$ cat src/rtl/cpu_trace_buffer.sv
// Execution-trace capture for cpu_top: circular record buffer with PC-match trigger,
// post-trigger count, cycle-budget watchdog and an oldest-first valid/ready readout.
module cpu_trace_buffer #(
    parameter int PC_W    = 8,
    parameter int INSTR_W = 8,
    parameter int DATA_W  = 8,
    parameter int DEPTH   = 16,
    parameter int CYC_W   = 16,
    parameter int AW      = $clog2(DEPTH),
    parameter int REC_W   = PC_W + INSTR_W + DATA_W + 3
) (
    input  logic               clk,
    input  logic               reset,
    input  logic               sample_en,
    input  logic [PC_W-1:0]    pc,
    input  logic [INSTR_W-1:0] instr,
    input  logic [DATA_W-1:0]  alu_result,
    input  logic               alu_zero,
    input  logic               write_enable,
    input  logic               mem_write,
    input  logic               arm,
    input  logic               abort,
    input  logic               trig_en,
    input  logic [PC_W-1:0]    trig_pc,
    input  logic [AW-1:0]      post_count,
    input  logic [CYC_W-1:0]   max_cycles,
    output logic               rd_valid,
    input  logic               rd_ready,
    output logic [REC_W-1:0]   rd_data,
    output logic               rd_last,
    output logic               armed,
    output logic               triggered,
    output logic               timeout,
    output logic               done
);
    // Handshake: a record transfers on any rising edge where rd_valid && rd_ready;
    // rd_valid, rd_data and rd_last hold steady until that transfer (or reset/abort).

    typedef enum logic [1:0] {IDLE, ARMED, POST, DONE} state_t;

    localparam logic [AW:0] FULL = (AW + 1)'(DEPTH);

    state_t             state, state_next;
    logic [REC_W-1:0]   mem [DEPTH];
    logic [AW-1:0]      wptr, rptr, remaining;
    logic [AW:0]        count, left;
    logic [CYC_W-1:0]   cyc;
    logic [PC_W-1:0]    trig_pc_q;
    logic               trig_en_q;
    logic [AW-1:0]      post_q;
    logic [CYC_W-1:0]   max_q;

    logic               capturing, wr_en, trig_hit, wd_hit, post_end, finish, xfer;
    logic [AW-1:0]      wptr_nx;
    logic [AW:0]        count_nx;

    always_comb begin
        capturing  = (state == ARMED) || (state == POST);
        wr_en      = capturing && sample_en;
        trig_hit   = (state == ARMED) && sample_en && trig_en_q && (pc == trig_pc_q);
        wd_hit     = capturing && (max_q != '0) && (cyc == max_q - CYC_W'(1));
        post_end   = (state == POST) && sample_en && (remaining == AW'(1));
        finish     = wd_hit || post_end || (trig_hit && (post_q == '0));
        wptr_nx    = wptr + AW'(wr_en);
        count_nx   = (wr_en && (count != FULL)) ? count + (AW + 1)'(1) : count;
        xfer       = (state == DONE) && (left != '0) && rd_ready;
        state_next = state;
        if (abort) begin
            state_next = IDLE;
        end else begin
            case (state)
                IDLE:        if (arm) state_next = ARMED;
                ARMED, POST: begin
                    if (finish)        state_next = DONE;
                    else if (trig_hit) state_next = POST;
                end
                DONE: if ((left == '0) || (xfer && (left == (AW + 1)'(1)))) state_next = IDLE;
                default:     state_next = IDLE;
            endcase
        end
    end

    always_ff @(posedge clk) begin
        if (reset) state <= IDLE;
        else       state <= state_next;
    end

    always_ff @(posedge clk) begin
        if (wr_en && !reset && !abort) mem[wptr] <= {pc, instr, alu_result, alu_zero, write_enable, mem_write};
    end

    always_ff @(posedge clk) begin
        if (reset || abort) begin
            wptr      <= '0;
            rptr      <= '0;
            remaining <= '0;
            count     <= '0;
            left      <= '0;
            cyc       <= '0;
            trig_pc_q <= '0;
            trig_en_q <= 1'b0;
            post_q    <= '0;
            max_q     <= '0;
            triggered <= 1'b0;
            timeout   <= 1'b0;
        end else begin
            case (state)
                IDLE: if (arm) begin
                    trig_pc_q <= trig_pc;
                    trig_en_q <= trig_en;
                    post_q    <= post_count;
                    max_q     <= max_cycles;
                    count     <= '0;
                    wptr      <= '0;
                    cyc       <= '0;
                    triggered <= 1'b0;
                    timeout   <= 1'b0;
                end
                ARMED, POST: begin
                    cyc   <= cyc + CYC_W'(1);
                    wptr  <= wptr_nx;
                    count <= count_nx;
                    if (trig_hit) triggered <= 1'b1;
                    if (wd_hit)   timeout   <= 1'b1;
                    if (trig_hit)
                        remaining <= post_q;
                    else if ((state == POST) && sample_en)
                        remaining <= remaining - AW'(1);
                    // A full buffer has count==DEPTH, whose low AW bits are 0: rptr lands on wptr.
                    if (finish) begin
                        rptr <= wptr_nx - count_nx[AW-1:0];
                        left <= count_nx;
                    end
                end
                DONE: if (xfer) begin
                    rptr <= rptr + AW'(1);
                    left <= left - (AW + 1)'(1);
                end
                default: ;
            endcase
        end
    end

    assign armed    = capturing;
    assign done     = (state == DONE);
    assign rd_valid = done && (left != '0);
    assign rd_last  = done && (left == (AW + 1)'(1));
    assign rd_data  = rd_valid ? mem[rptr] : '0;

endmodule

$ cat config.mk
export PLATFORM = sky130hd
export DESIGN_NAME = cpu_trace_buffer
export DESIGN_NICKNAME = d
export VERILOG_FILES = /design/src/rtl/cpu_trace_buffer.sv
export SDC_FILE = /design/constraint.sdc
export NUM_CORES = 1
export LEC_CHECK = 0
export ABC_AREA = 0
export CORE_ASPECT_RATIO = 1.5
export CORE_MARGIN = 1
export CORE_UTILIZATION = 54
export DETAILED_ROUTE_END_ITERATION = 10
export HOLD_SLACK_MARGIN = 0.12
export PLACE_DENSITY = 0.84
export SETUP_SLACK_MARGIN = 0.3
export SLEW_MARGIN = 20
export SYNTH_ARGS = -nofsm -noshare
export SYNTH_HDL_FRONTEND = slang
export SYNTH_SLANG_ARGS = --single-unit
$ cat constraint.sdc
create_clock -name clk -period 4.1 [get_ports clk]
set_input_delay 0.82 -clock clk [delete_from_list [all_inputs] [get_ports clk]]
set_output_delay 0.82 -clock clk [all_outputs]
set_load 0.01 [all_outputs]
==> metrics.md <==
| Metric | Value |
|---|---|
| CTS clk-pin slew, worst paths | `70 ps` |
| HP Class | `reg -> reg` |
| Type of element capturing the critical path | `primary output` |
| Syn Area/Cell | `17.5 um2` |
| Max-slew violation count | `0` |
| WHS | `468 ps` |
| Final core utilization | `0.656` |
| Hpwl dp | `27700 um` |
| Initial antenna violation count | `1` |
| Synthesized area | `20600 um2` |
| Largest family of logic cells by synthesized area | `multiplexers` |
| Syn Inst Count | `1181` |
| Synth Area in Compound Gates | `0.0355` |
| Root buffer cell | `clkbuf_16` |
| Mux cell area share after synthesis | `0.148` |
| Synthesized flop and latch total | `507` |
| Clock sinks | `507` |
| Post-synth cell types | `57` |
| Worst endpoint required time | `3280 ps` |
| PnR Total Power | `10.6 mW` |
| Yosys top cell area share | `0.629` |
| Area contributors post-synth | `edfxtp_1 (63%), mux4_2 (15%), dfxtp_1 (7.3%)` |
| RSZ-0062 raised after global routing | `true` |
| VDD IR-drop max | `0.000369 V` |
| Max-cap viol count | `0` |
| PD cells | `429 nW/um2` |
| TritonRoute pass-1 iters | `5` |
| First-pass GRT wire length | `76300 um` |
| Worst Tran Pin Value | `1010 ps` |
| CP max FO | `11` |
| Leak | `8.21 nW` |
| Core area | `37700 um2` |
| Synth area leader | `edfxtp_1` |
| Final setup viols | `0` |
| CTS max path bufs | `3` |
| Startpoint Class | `flip-flop` |
| Post-synth EDFFs | `432` |
| Die Width | `162 um` |
| Simple-Gate Fraction of Synth Area | `0.0637` |
| TritonCTS buffer count | `45` |
| Die height | `241 um` |
| Routed Antenna Nets | `0` |
| CTS H-Tree Depth | `2` |
| Layout cell share with drive strength beyond 1 | `0.237` |
| Async S/R FF share, synth | `0` |
| Highest clock rate | `261 MHz` |
| Area share of xor/xnor cells in the synthesized design | `0.0220` |
| Top_reg_cell synth | `edfxtp_1` |
| Number of DRC markers in iteration 0 | `1184` |
| Global route overflow | `0` |
| Largest net degree at the start of global routing | `49` |
| Area Overhead vs Synth | `19.9%` |
| Warnings, synthesis | `0` |
| GRT Total Usage | `0.272` |
| # rows | `87` |
| Avg WL per Cell | `28.3 um` |
| Die Area | `39000 um2` |
| Nets | `1438` |
| Final period utilization | `0.933` |
| Initial Util | `0.548` |
| Port bufs | `94` |
| Via count | `12000` |
| Adder-cell share of the synthesized area | `0.0137` |
| Number of global-route vias before repair | `12200` |
| Share of the yosys chip area belonging to registers | `0.702` |
| Endpoints failing hold | `0` |
| Status | `finished clean` |
| Final worst path period need | `3820 ps` |
| Later-pin clock latency in the skew report | `570 ps` |
| Setup Skew | `13.8 ps` |
| Drt drc | `0` |
| Rel. slew slack | `0.329` |
| Total Wirelength | `53300 um` |
| Clock tree from TritonCTS | `done` |
| Worst EP arrival | `3000 ps` |
| GP Congestion | `0.946` |
| Crit path kind | `reg -> out` |
| Setup TNS | `0 ps` |
| Syn_nets | `1265` |
| IO Count | `95` |
| Via density | `6.36` |
[metal layers]
metal  up-vias  part of all wire  track usage
li1       5018                 -            -
met1      6093              0.34        0.319
met2       716              0.54        0.492
met3       136             0.079       0.0407
met4         0             0.043        0.127
met5         -                 0            0
[power breakdown]
part	internal [mW]	total [mW]	switching, mW
sequential	5.60	5.63	0.0251
clock	2.53	4.48	1.94
combinational	0.220	0.493	0.273
[state kept, by name (all words and copies together), names as in the netlist, 2 cells and up, named ones only]
signal,count
mem,432
cyc,16
max_q,16
trig_pc_q,8
count,5
left,5
post_q,4
remaining,4
rptr,4
wptr,4
state,2
[critical path, stage by stage, from the launching register on]
cell and delay, ps:
dfxtp_4 400, buf_12 130, buf_16 160, mux4_2 560, mux4_2 540, and2_1 190, clkdlybuf4s50_1 470
[layout by cell type (no fill, tap or decap), types with 5 or more instances in the layout]
| cell type | netlist | routed |
|---|---|---|
| clkdlybuf4s50_1 | 0 | 69 |
| nand3_1 | 20 | 20 |
| edfxtp_1 | 432 | 432 |
| buf_4 | 2 | 68 |
| clkbuf_1 | 44 | 7 |
| xnor2_1 | 25 | 25 |
| a21oi_1 | 48 | 47 |
| nand2b_1 | 7 | 7 |
| bufinv_16 | 0 | 7 |
| clkbuf_16 | 0 | 48 |
| and2_1 | 30 | 30 |
| buf_12 | 0 | 15 |
| nand4_1 | 9 | 9 |
| mux4_2 | 135 | 135 |
| dfxtp_1 | 75 | 72 |
| inv_1 | 20 | 20 |
| nor2_4 | 0 | 12 |
| dlygate4sd2_1 | 0 | 9 |
| a22oi_1 | 8 | 8 |
| o21ai_0 | 22 | 21 |
| or3_1 | 5 | 5 |
| dlymetal6s2s_1 | 0 | 15 |
| and3_1 | 5 | 5 |
| a32o_1 | 11 | 11 |
| nor3_1 | 16 | 12 |
| clkinv_1 | 0 | 10 |
| nor2_1 | 56 | 44 |
| xor2_1 | 25 | 25 |
| buf_16 | 0 | 5 |
| nand2_1 | 93 | 93 |
| ha_1 | 21 | 21 |
[through the flow]
stage / area, um2 / instances / worst slack, ps
2_1_floorplan: 20600 / 1181 / 323
3_3_place_gp: 22600 / 1750 / 538
3_5_place_dp: 22600 / 1750 / 442
4_1_cts: 24400 / 1847 / 199
5_1_grt: 24700 / 1881 / 224
6_report: 24700 / 1881 / 276
[layout make-up]
type,count,area (um2)
sequential,507,14500
fill,2467,12900
multi-input combinational,593,5960
timing repair buffer,187,2040
clock buffer,53,1180
tap,489,612
clock inverter,31,374
inverter,20,75.1
antenna,1,2.50
[cells in the mapped netlist (2+ instances only)]
cell type / n
and2_1: 30
or3_1: 5
edfxtp_1: 432
nand3_1: 20
a21o_1: 3
nor3_4: 2
o21ai_0: 22
a22oi_1: 8
or2_2: 3
nor2b_1: 4
nor2_1: 56
nand2b_1: 7
nor3_1: 16
nand4_1: 9
a211oi_1: 2
mux4_2: 135
nor4_1: 4
nand2_1: 93
nor3b_1: 2
inv_1: 20
ha_1: 21
a21oi_1: 48
mux2i_1: 2
clkbuf_1: 44
nand3b_1: 3
o211ai_1: 3
and3_1: 5
o21a_1: 2
buf_1: 15
dfxtp_1: 75
a221oi_1: 2
or4_1: 3
a32o_1: 11
xor2_1: 25
xnor2_1: 25
nand4b_1: 2
buf_4: 2
[cell families (layout without fill, tap and decap cells)]
family,count (synthesis),count (layout)
multiplexers,137,137
adder cells (fa/ha/maj),22,22
AND/OR/NAND/NOR,269,269
flip-flops,507,507
XOR/XNOR,51,51
AO/OA/AOI/OAI,114,114
buffers and inverters,81,291
other,0,1
[final timing paths]
| check | startpoint | to | slack, ps | depth (start not counted) |
|---|---|---|---|---|
| max | flip-flop | rd_data[0] | 280 | 6 |
| min | trig_pc_q[6] | trig_pc_q[6] | 470 | 2 |
| max reg2reg | max_q[5] | flip-flop | 820 | 8 |
| min reg2reg | trig_pc_q[6] | trig_pc_q[6] | 470 | 2 |
[repair_timing]
| action | 4_1_cts | 5_1_grt |
|---|---|---|
| resized for setup | 18 | 17 |
| hold buffers | 0 | 0 |
| gates cloned | 4 | 2 |
| setup endpoints to repair | 27 | 19 |
| buffers inserted | 9 | 31 |
(Power assumes the default switching activity.)
